$ cat src/rtl/rf_write_port_arbiter_pkg.sv
// mips_wb_pkg: shared widths, arbiter state and register-file write record
package mips_wb_pkg;
    localparam int DATA_W = 32;
    localparam int REG_AW = 5;

    typedef enum logic {
        NORMAL,
        FORCE
    } arb_state_t;

    typedef struct packed {
        logic              we;
        logic [REG_AW-1:0] addr;
        logic [DATA_W-1:0] data;
    } rf_wr_t;
endpackage

$ cat src/rtl/rf_write_port_arbiter_if.sv
// rf_write_port_arbiter_if: WB stage, mul/div and register-file write port signals
interface rf_write_port_arbiter_if #(
    parameter int FIFO_DEPTH = 2
);
    import mips_wb_pkg::*;

    logic                          pipe_wb_en;
    logic [REG_AW-1:0]             pipe_dest;
    logic [DATA_W-1:0]             pipe_value;
    logic                          md_valid;
    logic                          md_ready;
    logic [REG_AW-1:0]             md_dest;
    logic [DATA_W-1:0]             md_value;
    logic                          rf_we;
    logic [REG_AW-1:0]             rf_waddr;
    logic [DATA_W-1:0]             rf_wdata;
    logic                          stall_pipe;
    logic [$clog2(FIFO_DEPTH):0]   q_count;

    modport master (
        output pipe_wb_en, pipe_dest, pipe_value, md_valid, md_dest, md_value,
        input  md_ready, rf_we, rf_waddr, rf_wdata, stall_pipe, q_count
    );

    modport slave (
        input  pipe_wb_en, pipe_dest, pipe_value, md_valid, md_dest, md_value,
        output md_ready, rf_we, rf_waddr, rf_wdata, stall_pipe, q_count
    );
endinterface

$ cat src/rtl/rf_write_port_arbiter_fifo.sv
// wb_result_fifo: small synchronous FIFO holding pending mul/div results
module wb_result_fifo #(
    parameter int DEPTH = 2,
    parameter int W     = 37
) (
    input  logic                     clk,
    input  logic                     rst,
    input  logic                     push,
    input  logic                     pop,
    input  logic [W-1:0]             din,
    output logic [W-1:0]             head,
    output logic [$clog2(DEPTH):0]   count
);
    localparam int AW = $clog2(DEPTH);
    localparam int CW = AW + 1;

    logic [W-1:0]  mem [DEPTH];
    logic [AW-1:0] wp;
    logic [AW-1:0] rp;

    assign head = mem[rp];

    always_ff @(posedge clk) begin
        if (push) mem[wp] <= din;
    end

    // DEPTH is a power of two, so pointers wrap by natural overflow
    always_ff @(posedge clk or negedge rst) begin
        if (!rst) begin
            wp    <= '0;
            rp    <= '0;
            count <= '0;
        end else begin
            if (push) wp <= wp + 1'b1;
            if (pop) rp <= rp + 1'b1;
            count <= count + CW'(push) - CW'(pop);
        end
    end
endmodule

$ cat src/rtl/rf_write_port_arbiter.sv
// rf_write_port_arbiter: shares the register-file write port between WB and mul/div results
module rf_write_port_arbiter
    import mips_wb_pkg::*;
#(
    parameter int FIFO_DEPTH = 2,
    parameter int STARVE_MAX = 4
) (
    input logic                    clk,
    input logic                    rst,
    rf_write_port_arbiter_if.slave bus
);
    localparam int CW = $clog2(FIFO_DEPTH) + 1;
    localparam int SW = $clog2(STARVE_MAX + 1);

    arb_state_t               state;
    logic [SW-1:0]            starve;
    logic [CW-1:0]            count;
    logic [REG_AW+DATA_W-1:0] head;
    logic                     pipe_ok;
    logic                     non_empty;
    logic                     push;
    logic                     pop;
    logic                     blocked;
    rf_wr_t                   wr;

    assign pipe_ok   = bus.pipe_wb_en && bus.pipe_dest != '0;
    assign non_empty = count != '0;
    assign pop       = non_empty && (state == FORCE || !pipe_ok);
    assign blocked   = state == NORMAL && non_empty && !pop;
    assign push      = bus.md_valid && bus.md_ready && bus.md_dest != '0;

    wb_result_fifo #(
        .DEPTH (FIFO_DEPTH),
        .W     (REG_AW + DATA_W)
    ) u_fifo (
        .clk   (clk),
        .rst   (rst),
        .push  (push),
        .pop   (pop),
        .din   ({bus.md_dest, bus.md_value}),
        .head  (head),
        .count (count)
    );

    // Reset gates the combinational write path so the port is quiet asynchronously
    always_comb
        wr = !rst ? rf_wr_t'('0)
           : (state == NORMAL && pipe_ok) ? rf_wr_t'{we: 1'b1, addr: bus.pipe_dest, data: bus.pipe_value}
           : pop ? rf_wr_t'{we: 1'b1, addr: head[REG_AW+DATA_W-1:DATA_W], data: head[DATA_W-1:0]}
           : rf_wr_t'('0);

    assign bus.rf_we      = wr.we;
    assign bus.rf_waddr   = wr.addr;
    assign bus.rf_wdata   = wr.data;
    assign bus.md_ready   = rst && count < CW'(FIFO_DEPTH);
    assign bus.q_count    = count;
    assign bus.stall_pipe = state == FORCE;

    always_ff @(posedge clk or negedge rst) begin
        if (!rst) begin
            state  <= NORMAL;
            starve <= '0;
        end else if (state == FORCE) begin
            state  <= NORMAL;
            starve <= '0;
        end else if (blocked) begin
            state  <= starve == SW'(STARVE_MAX - 1) ? FORCE : NORMAL;
            starve <= starve == SW'(STARVE_MAX - 1) ? '0 : starve + 1'b1;
        end else begin
            starve <= '0;
        end
    end
endmodule
$ cat src/flat_wrapper.sv
// flat-port wrapper written by rule: the top's interface ports become plain ports
module rf_write_port_arbiter_flat import mips_wb_pkg::*;
#(
    parameter int FIFO_DEPTH = 2,
    parameter int STARVE_MAX = 4
)
  (clk, rst, bus_pipe_wb_en, bus_pipe_dest, bus_pipe_value, bus_md_valid, bus_md_dest, bus_md_value, bus_md_ready, bus_rf_we, bus_rf_waddr, bus_rf_wdata, bus_stall_pipe, bus_q_count);
  rf_write_port_arbiter_if #(.FIFO_DEPTH(FIFO_DEPTH)) bus_i ();
  input logic clk;
  input logic rst;
  input wire logic [$bits(bus_i.pipe_wb_en)-1:0] bus_pipe_wb_en;
  input wire logic [$bits(bus_i.pipe_dest)-1:0] bus_pipe_dest;
  input wire logic [$bits(bus_i.pipe_value)-1:0] bus_pipe_value;
  input wire logic [$bits(bus_i.md_valid)-1:0] bus_md_valid;
  input wire logic [$bits(bus_i.md_dest)-1:0] bus_md_dest;
  input wire logic [$bits(bus_i.md_value)-1:0] bus_md_value;
  output wire logic [$bits(bus_i.md_ready)-1:0] bus_md_ready;
  output wire logic [$bits(bus_i.rf_we)-1:0] bus_rf_we;
  output wire logic [$bits(bus_i.rf_waddr)-1:0] bus_rf_waddr;
  output wire logic [$bits(bus_i.rf_wdata)-1:0] bus_rf_wdata;
  output wire logic [$bits(bus_i.stall_pipe)-1:0] bus_stall_pipe;
  output wire logic [$bits(bus_i.q_count)-1:0] bus_q_count;
  assign bus_i.pipe_wb_en = bus_pipe_wb_en;
  assign bus_i.pipe_dest = bus_pipe_dest;
  assign bus_i.pipe_value = bus_pipe_value;
  assign bus_i.md_valid = bus_md_valid;
  assign bus_i.md_dest = bus_md_dest;
  assign bus_i.md_value = bus_md_value;
  assign bus_md_ready = bus_i.md_ready;
  assign bus_rf_we = bus_i.rf_we;
  assign bus_rf_waddr = bus_i.rf_waddr;
  assign bus_rf_wdata = bus_i.rf_wdata;
  assign bus_stall_pipe = bus_i.stall_pipe;
  assign bus_q_count = bus_i.q_count;
  rf_write_port_arbiter #(.FIFO_DEPTH(FIFO_DEPTH), .STARVE_MAX(STARVE_MAX)) u_core (.clk(clk), .rst(rst), .bus(bus_i));
endmodule
$ cat config.mk
export PLATFORM = sky130hd
export DESIGN_NAME = rf_write_port_arbiter_flat
export DESIGN_NICKNAME = d
export VERILOG_FILES = /design/src/rtl/rf_write_port_arbiter_pkg.sv /design/src/rtl/rf_write_port_arbiter_if.sv /design/src/rtl/rf_write_port_arbiter_fifo.sv /design/src/rtl/rf_write_port_arbiter.sv /design/src/flat_wrapper.sv
export SDC_FILE = /design/constraint.sdc
export NUM_CORES = 1
export LEC_CHECK = 0
export CAP_MARGIN = 25
export CORE_MARGIN = 1.5
export CORE_UTILIZATION = 45
export CTS_CLUSTER_DIAMETER = 50
export CTS_CLUSTER_SIZE = 40
export DETAILED_ROUTE_END_ITERATION = 6
export GPL_TIMING_DRIVEN = 1
export PLACE_DENSITY = 0.77
export SLEW_MARGIN = 20
export SYNTH_ARGS = -nofsm -noshare
export SYNTH_HDL_FRONTEND = slang
export SYNTH_HIERARCHICAL = 1
export SYNTH_SLANG_ARGS = --single-unit
$ cat constraint.sdc
create_clock -name clk -period 4.6 [get_ports clk]
set_input_delay 0.92 -clock clk [delete_from_list [all_inputs] [get_ports clk]]
set_output_delay 0.92 -clock clk [all_outputs]
set_load 0.05 [all_outputs]
* Yosys cells after proc, flatten, opt, wreduce, memory -nomap -nowiden
Memory sizes are Yosys's and may differ from the RTL's. Index checks and enable logic that the tools add are counted.
Operators by class: $add $sub $neg 5, $lt $le $gt $ge 1, equality and inequality tests 1, muxes and demuxes 11, bitwise operators 1, reduce and logical (&&, ||, !) cells 14
Operators by type and width (count):
- 38-bit two-way mux | 3
- 5-bit nonzero test | 2
- 3-bit two-way mux | 3
- 1-bit logical AND | 8
- 1-bit two-way mux | 5
- 3-bit by 1-bit adder with 3-bit output, second input constant | 1
- 3-bit by 2-bit == test with 1-bit output, second input constant | 1
- 1-bit adder, second input constant | 2
- 2-bit by 1-bit adder with 2-bit output | 1
- 1-bit zero test | 2
- 2-bit less-than comparator, second input constant | 1
- 2-bit nonzero test | 1
- 2-bit by 1-bit subtractor with 2-bit output | 1
- 1-bit logical OR | 1
- 1-bit NOT | 1
Word-level totals: bits in registers 8, RAM bits 74, bits of input ports 78, output and inout port bits 42, word-level logic and storage cells 39, memories kept 1
Memory list:
- u_core.u_fifo.mem | words 2, bits a word 37, read ports 1, clocked after memory_dff 0, write ports 1, RTL line rf_write_port_arbiter_fifo.sv:17 | logic [W-1:0] mem [DEPTH];

* Depth between registers and ports, before layout
depth in word-level cells 9, gate-level depth with buffers 9, gate-level depth less buffers 7

* Modules after synthesis
The synthesis kept the hierarchy.
By module, submodules not included:
- wb_result_fifo | instances 1, cells an instance 128, area each 2939.1 um^2, seq. area each 2322.2 um^2
- rf_write_port_arbiter | instances 1, cells an instance 152, area each 998.5 um^2, seq. area each 100.1 um^2

* Worst setup path before layout
OpenSTA, ideal clock, no wires.
kind input to register, start input rst, end memory u_core.u_fifo.mem[0][0], enable pin, library setup time 0.436 ns, arrival 3.758 ns, data required time 4.164 ns, slack 0.406 ns, stages 4, buffers on the path 0, cells stage by stage nor2b_1 -> nand2_1 -> a21oi_1 -> nor2b_1
On the way: word-level cells in the longest chain between the ends 5
RTL lines:
- start, declared | RTL line flat_wrapper.sv:10 | input logic rst;
- 1-bit logical AND | RTL line rf_write_port_arbiter.sv:55 | assign bus.md_ready = rst && count < CW'(FIFO_DEPTH);
- 1-bit logical AND (2 in series) | RTL line rf_write_port_arbiter.sv:30 | assign push = bus.md_valid && bus.md_ready && bus.md_dest != '0;
- net u_core.push | RTL line rf_write_port_arbiter.sv:21 | logic push;
- 1-bit two-way mux | RTL line rf_write_port_arbiter_fifo.sv:24 | if (push) mem[wp] <= din;
- 1-bit two-way mux (implied by the code) | RTL line rf_write_port_arbiter_fifo.sv:24
- end, declared | RTL line rf_write_port_arbiter_fifo.sv:17
The timed path passes the listed nets, and every way through them passes these cells.

* Worst setup path after layout
start input bus_pipe_wb_en, end output bus_rf_wdata[2]
On the way: word-level cells in the longest chain between the ends 7, elaborated cells on any way between the ends 8, classes of those cells mux: 3; reduce/logical: 5
RTL lines:
- start, declared | RTL line flat_wrapper.sv:11 | input wire logic [$bits(bus_i.pipe_wb_en)-1:0] bus_pipe_wb_en;
- 1-bit logical AND * | RTL line rf_write_port_arbiter.sv:26 | assign pipe_ok = bus.pipe_wb_en && bus.pipe_dest != '0;
- 1-bit zero test | RTL line rf_write_port_arbiter.sv:28 | assign pop = non_empty && (state == FORCE || !pipe_ok);
- 1-bit logical OR | RTL line rf_write_port_arbiter.sv:28
- 1-bit logical AND | RTL line rf_write_port_arbiter.sv:28
- 38-bit two-way mux | RTL line rf_write_port_arbiter.sv:49 | : pop ? rf_wr_t'{we: 1'b1, addr: head[REG_AW+DATA_W-1:DATA_W], data: head[DATA_W-1:0]}
- 38-bit two-way mux * | RTL line rf_write_port_arbiter.sv:48 | : (state == NORMAL && pipe_ok) ? rf_wr_t'{we: 1'b1, addr: bus.pipe_dest, data: bus.pipe_value}
- 38-bit two-way mux * | RTL line rf_write_port_arbiter.sv:47 | wr = !rst ? rf_wr_t'('0)
- end, declared | RTL line flat_wrapper.sv:20 | output wire logic [$bits(bus_i.rf_wdata)-1:0] bus_rf_wdata;
Mark *: on every way between the ends. The rest lies on a longest branch, timed or not.

==> results.toml <==
[floorplan]
num_io_pins = 120
core-area_mm2 = 0.00834
die_area_mm2 = 0.00932
std_cell_rows = 33
chipWidth_um = 96.5
start_util_pct = 47.2
dieHeight_um = 96.5

[power_and_ir_drop]
p_per_area_mw_per_mm2 = 485
total_power_mw = 2.58
ir_worst_vdd_mv = 0.233
total_leakage_power_nw = 2.06

[critical_path]
cp_data_required_time_ps = 3680
startpoint_to_endpoint_class_of_the_critical_path = "in -> out"
worst_setup_slack_for_register_to_register_paths_ps = 1810
critical_path.max_fanout = 16
regToRegStartpoint = "u_core/bus.stall_pipe"
arrival_ps = 3310
worstSetupStartpointType = "input pin"
crit_reg_reg_endpoint = "u_core/u_fifo/count[1]"
r2r_cells = 8
setup.worst_path.end_class = "output port"

[routing]
postRouteWirelength_um = 8090
post-route-drc-count = 0
detail_route.vias_per_cell = 5.17
vias = 2602
dr.first_iter.drc_count = 111
drt_pre_antenna_iters = 4
route.detailed.wl_per_inst_um = 16.1
route.antenna.remaining_nets = 0

[logic_synthesis]
synth_warnings = 6
synth.avg_cell_area_um2 = 14.1
synth_top_cells_by_count = "74 x sky130_fd_sc_hd__edfxtp_1, 42 x sky130_fd_sc_hd__nand3_1, 33 x sky130_fd_sc_hd__nand2_1"
main_flop_type_after_synthesis = "sky130_fd_sc_hd__edfxtp_1"
synth_sequential_area_ratio_pct = 61.5
flip_flop_and_latch_count_after_synthesis = 82
synth_largest_area_cell = "sky130_fd_sc_hd__edfxtp_1"
synth_cells = 280
ys_async_sr_fraction_pct = 9.76
mappedNetlistArea_mm2 = 0.00394
syn_nets = 361
number_of_synthesized_flops_with_an_enable_pin = 74
synth_area_leaders = "sky130_fd_sc_hd__edfxtp_1 56%, sky130_fd_sc_hd__mux2i_1 8.1%, sky130_fd_sc_hd__mux2_4 7.6%"
synth.top_cell.area_share_pct = 56.4
synth_cell_type_count = 26
yosys.cell_count.top_type = "sky130_fd_sc_hd__edfxtp_1"

[global_route]
grt_pass1_wl_um = 12300
groute.usage.overall_pct = 18.0
sum_of_overflow_across_all_layers_after_global_routing = 0
number_of_global_route_vias_before_repair = 2609
maximum_number_of_pins_on_one_net_before_global_route_repair = 42
grt_antenna_before_repair = 0

[timing]
finalSetupTns_ps = 0
setup_repair_after_global_routing_missed_its_margin = "no"
fin_crit_ps = 4230
fin_crit_sh_pct = 92.0
layout_setup_ws_ps = 369
clk_skew_ps = 5.66
slew_headroom_pct = 37.1
fmax_mhz = 236
finalHoldViolations = 0
final_max_slew_viol_count = 0
worst_slew_pin_slew_ps = 944
setup-violations-final = 0

[place]
port-buffer-count = 119
dpl-instance-area_mm2 = 0.00510
finalWeightedCongestion = 0.705
dp_worst_setup_slack_ps = 360
dp.final_hpwl_um = 5380

[layout]
synthToLayoutAreaGrowth_pct = 34.9
nFillCells = 628
finish.instance_area_mm2 = 0.00531
share_of_final_layout_standard_cells_stronger_than_drive_strength_1_pct = 21.1
layout.nets = 474
antenna_cells_inserted = 0

[clock_network]
clock_root_buffer = "sky130_fd_sc_hd__clkbuf_8"
clock_path_buffers = 2
cts.htree.levels = 3
clkLatencyLatePin_ps = 340
ctsHoldBuffers = 0
cts-buffers-inserted = 9
cts_tree = "done"
clock-sinks = 82
postCtsSetupRepairBufs = 0
clk_pin_slew_worst_paths_ps = 70
cts_resized = 0

[min_path]
hold_wc_startpoint = "u_core/starve[2]"
hold_path_depth = 2
hold_path_end = "u_core/starve[2]"
hold_path_class = "reg -> reg"

[run_status]
run_status = "finished, final reports clean"

[job]
maxCapViolCount = 0
-- critical path: stages --
cell and delay, ps:
sky130_fd_sc_hd__clkdlybuf4s50_1 440, sky130_fd_sc_hd__nor2b_1 340, sky130_fd_sc_hd__o21a_2 510, sky130_fd_sc_hd__mux2i_1 260, sky130_fd_sc_hd__clkdlybuf4s50_1 830
-- registers in the layout, summed over array words and instances (netlist names) --
signal and flops:
u_core/u_fifo/rp 1, u_core/u_fifo/wp 1, u_core/starve 3, u_core/u_fifo/mem 74, u_core/bus.stall_pipe 1, u_core/u_fifo/count 2
-- metal layers --
metal	share of wire, %	track usage [%]	up-vias	wire [um]
met5	0	0	-	0
met4	0.61	6.76	0	49
met3	5.7	3.76	4	458
met2	52	31.1	72	4220
met1	42	22.1	1266	3360
li1	-	-	1260	-
-- placed cells by master, fill, tap and decap left out, types with 2 or more instances in the layout --
| master | instances |
|---|---|
| sky130_fd_sc_hd__edfxtp_1 | 74 |
| sky130_fd_sc_hd__nor2b_1 | 2 |
| sky130_fd_sc_hd__and3_1 | 2 |
| sky130_fd_sc_hd__clkbuf_8 | 9 |
| sky130_fd_sc_hd__xor2_1 | 2 |
| sky130_fd_sc_hd__dfrtp_1 | 7 |
| sky130_fd_sc_hd__bufinv_16 | 2 |
| sky130_fd_sc_hd__clkinv_1 | 2 |
| sky130_fd_sc_hd__mux2i_1 | 32 |
| sky130_fd_sc_hd__inv_1 | 3 |
| sky130_fd_sc_hd__buf_4 | 28 |
| sky130_fd_sc_hd__nand2_1 | 33 |
| sky130_fd_sc_hd__nor2_1 | 3 |
| sky130_fd_sc_hd__mux2_4 | 20 |
| sky130_fd_sc_hd__clkdlybuf4s50_1 | 95 |
| sky130_fd_sc_hd__a21oi_1 | 2 |
| sky130_fd_sc_hd__mux2_2 | 17 |
| sky130_fd_sc_hd__o21ai_0 | 5 |
| sky130_fd_sc_hd__nand3_1 | 42 |
| sky130_fd_sc_hd__ha_1 | 3 |
-- report_power, final --
part	internal, mW	total, mW	switching [mW]
Clock	0.302	0.538	0.236
Sequential	0.914	1.01	0.0922
Combinational	0.451	1.03	0.581
-- stage by stage --
step | std cells | hold WS [ps] | utilization [%]
global route | 503 | 576 | 63.7
global placement | 487 | 514 | 61.2
detailed placement | 487 | 520 | 61.2
finish | 503 | 542 | 63.7
CTS | 503 | 541 | 63.7
floorplan | 280 | 455 | -
-- worst max-delay path by stage --
stage                                    endpoint  slack (ps)             start  cells after the start
after floorplan           u_core/u_fifo/mem[0][0]         410               rst                      4
after global placement            bus_rf_waddr[0]         440  bus_pipe_dest[3]                      5
after detailed placement          bus_rf_wdata[2]         360  bus_pipe_dest[3]                      5
after CTS                         bus_rf_wdata[2]         360  bus_pipe_dest[3]                      5
after global routing              bus_rf_wdata[8]         230    bus_pipe_wb_en                      5
final                             bus_rf_wdata[2]         370    bus_pipe_wb_en                      5
-- layout make-up --
type                            count  area (um2)  area share (%)
Inverter                            3        11.3           0.212
Timing Repair Buffer              124        1170            22.0
Sequential cell                    82        2420            45.6
Multi-Input combinational cell    173        1370            25.8
Tap cell                          105         131            2.47
Clock buffer                       10         128            2.40
Clock inverter                      6        81.3            1.53
-- cells by family (layout without fill, tap and decap cells) --
| logic type | Yosys count | after routing | synth area share [%] |
|---|---|---|---|
| multiplexers | 69 | 69 | 20.6 |
| AO/OA/AOI/OAI | 9 | 9 | 1.27 |
| AND/OR/NAND/NOR | 89 | 89 | 10.6 |
| adder cells (fa/ha/maj) | 3 | 3 | 0.953 |
| flip-flops | 82 | 82 | 61.5 |
| buffers and inverters | 25 | 143 | 3.94 |
| XOR/XNOR | 3 | 3 | 1.05 |
Power figures use the tool's default switching activity.
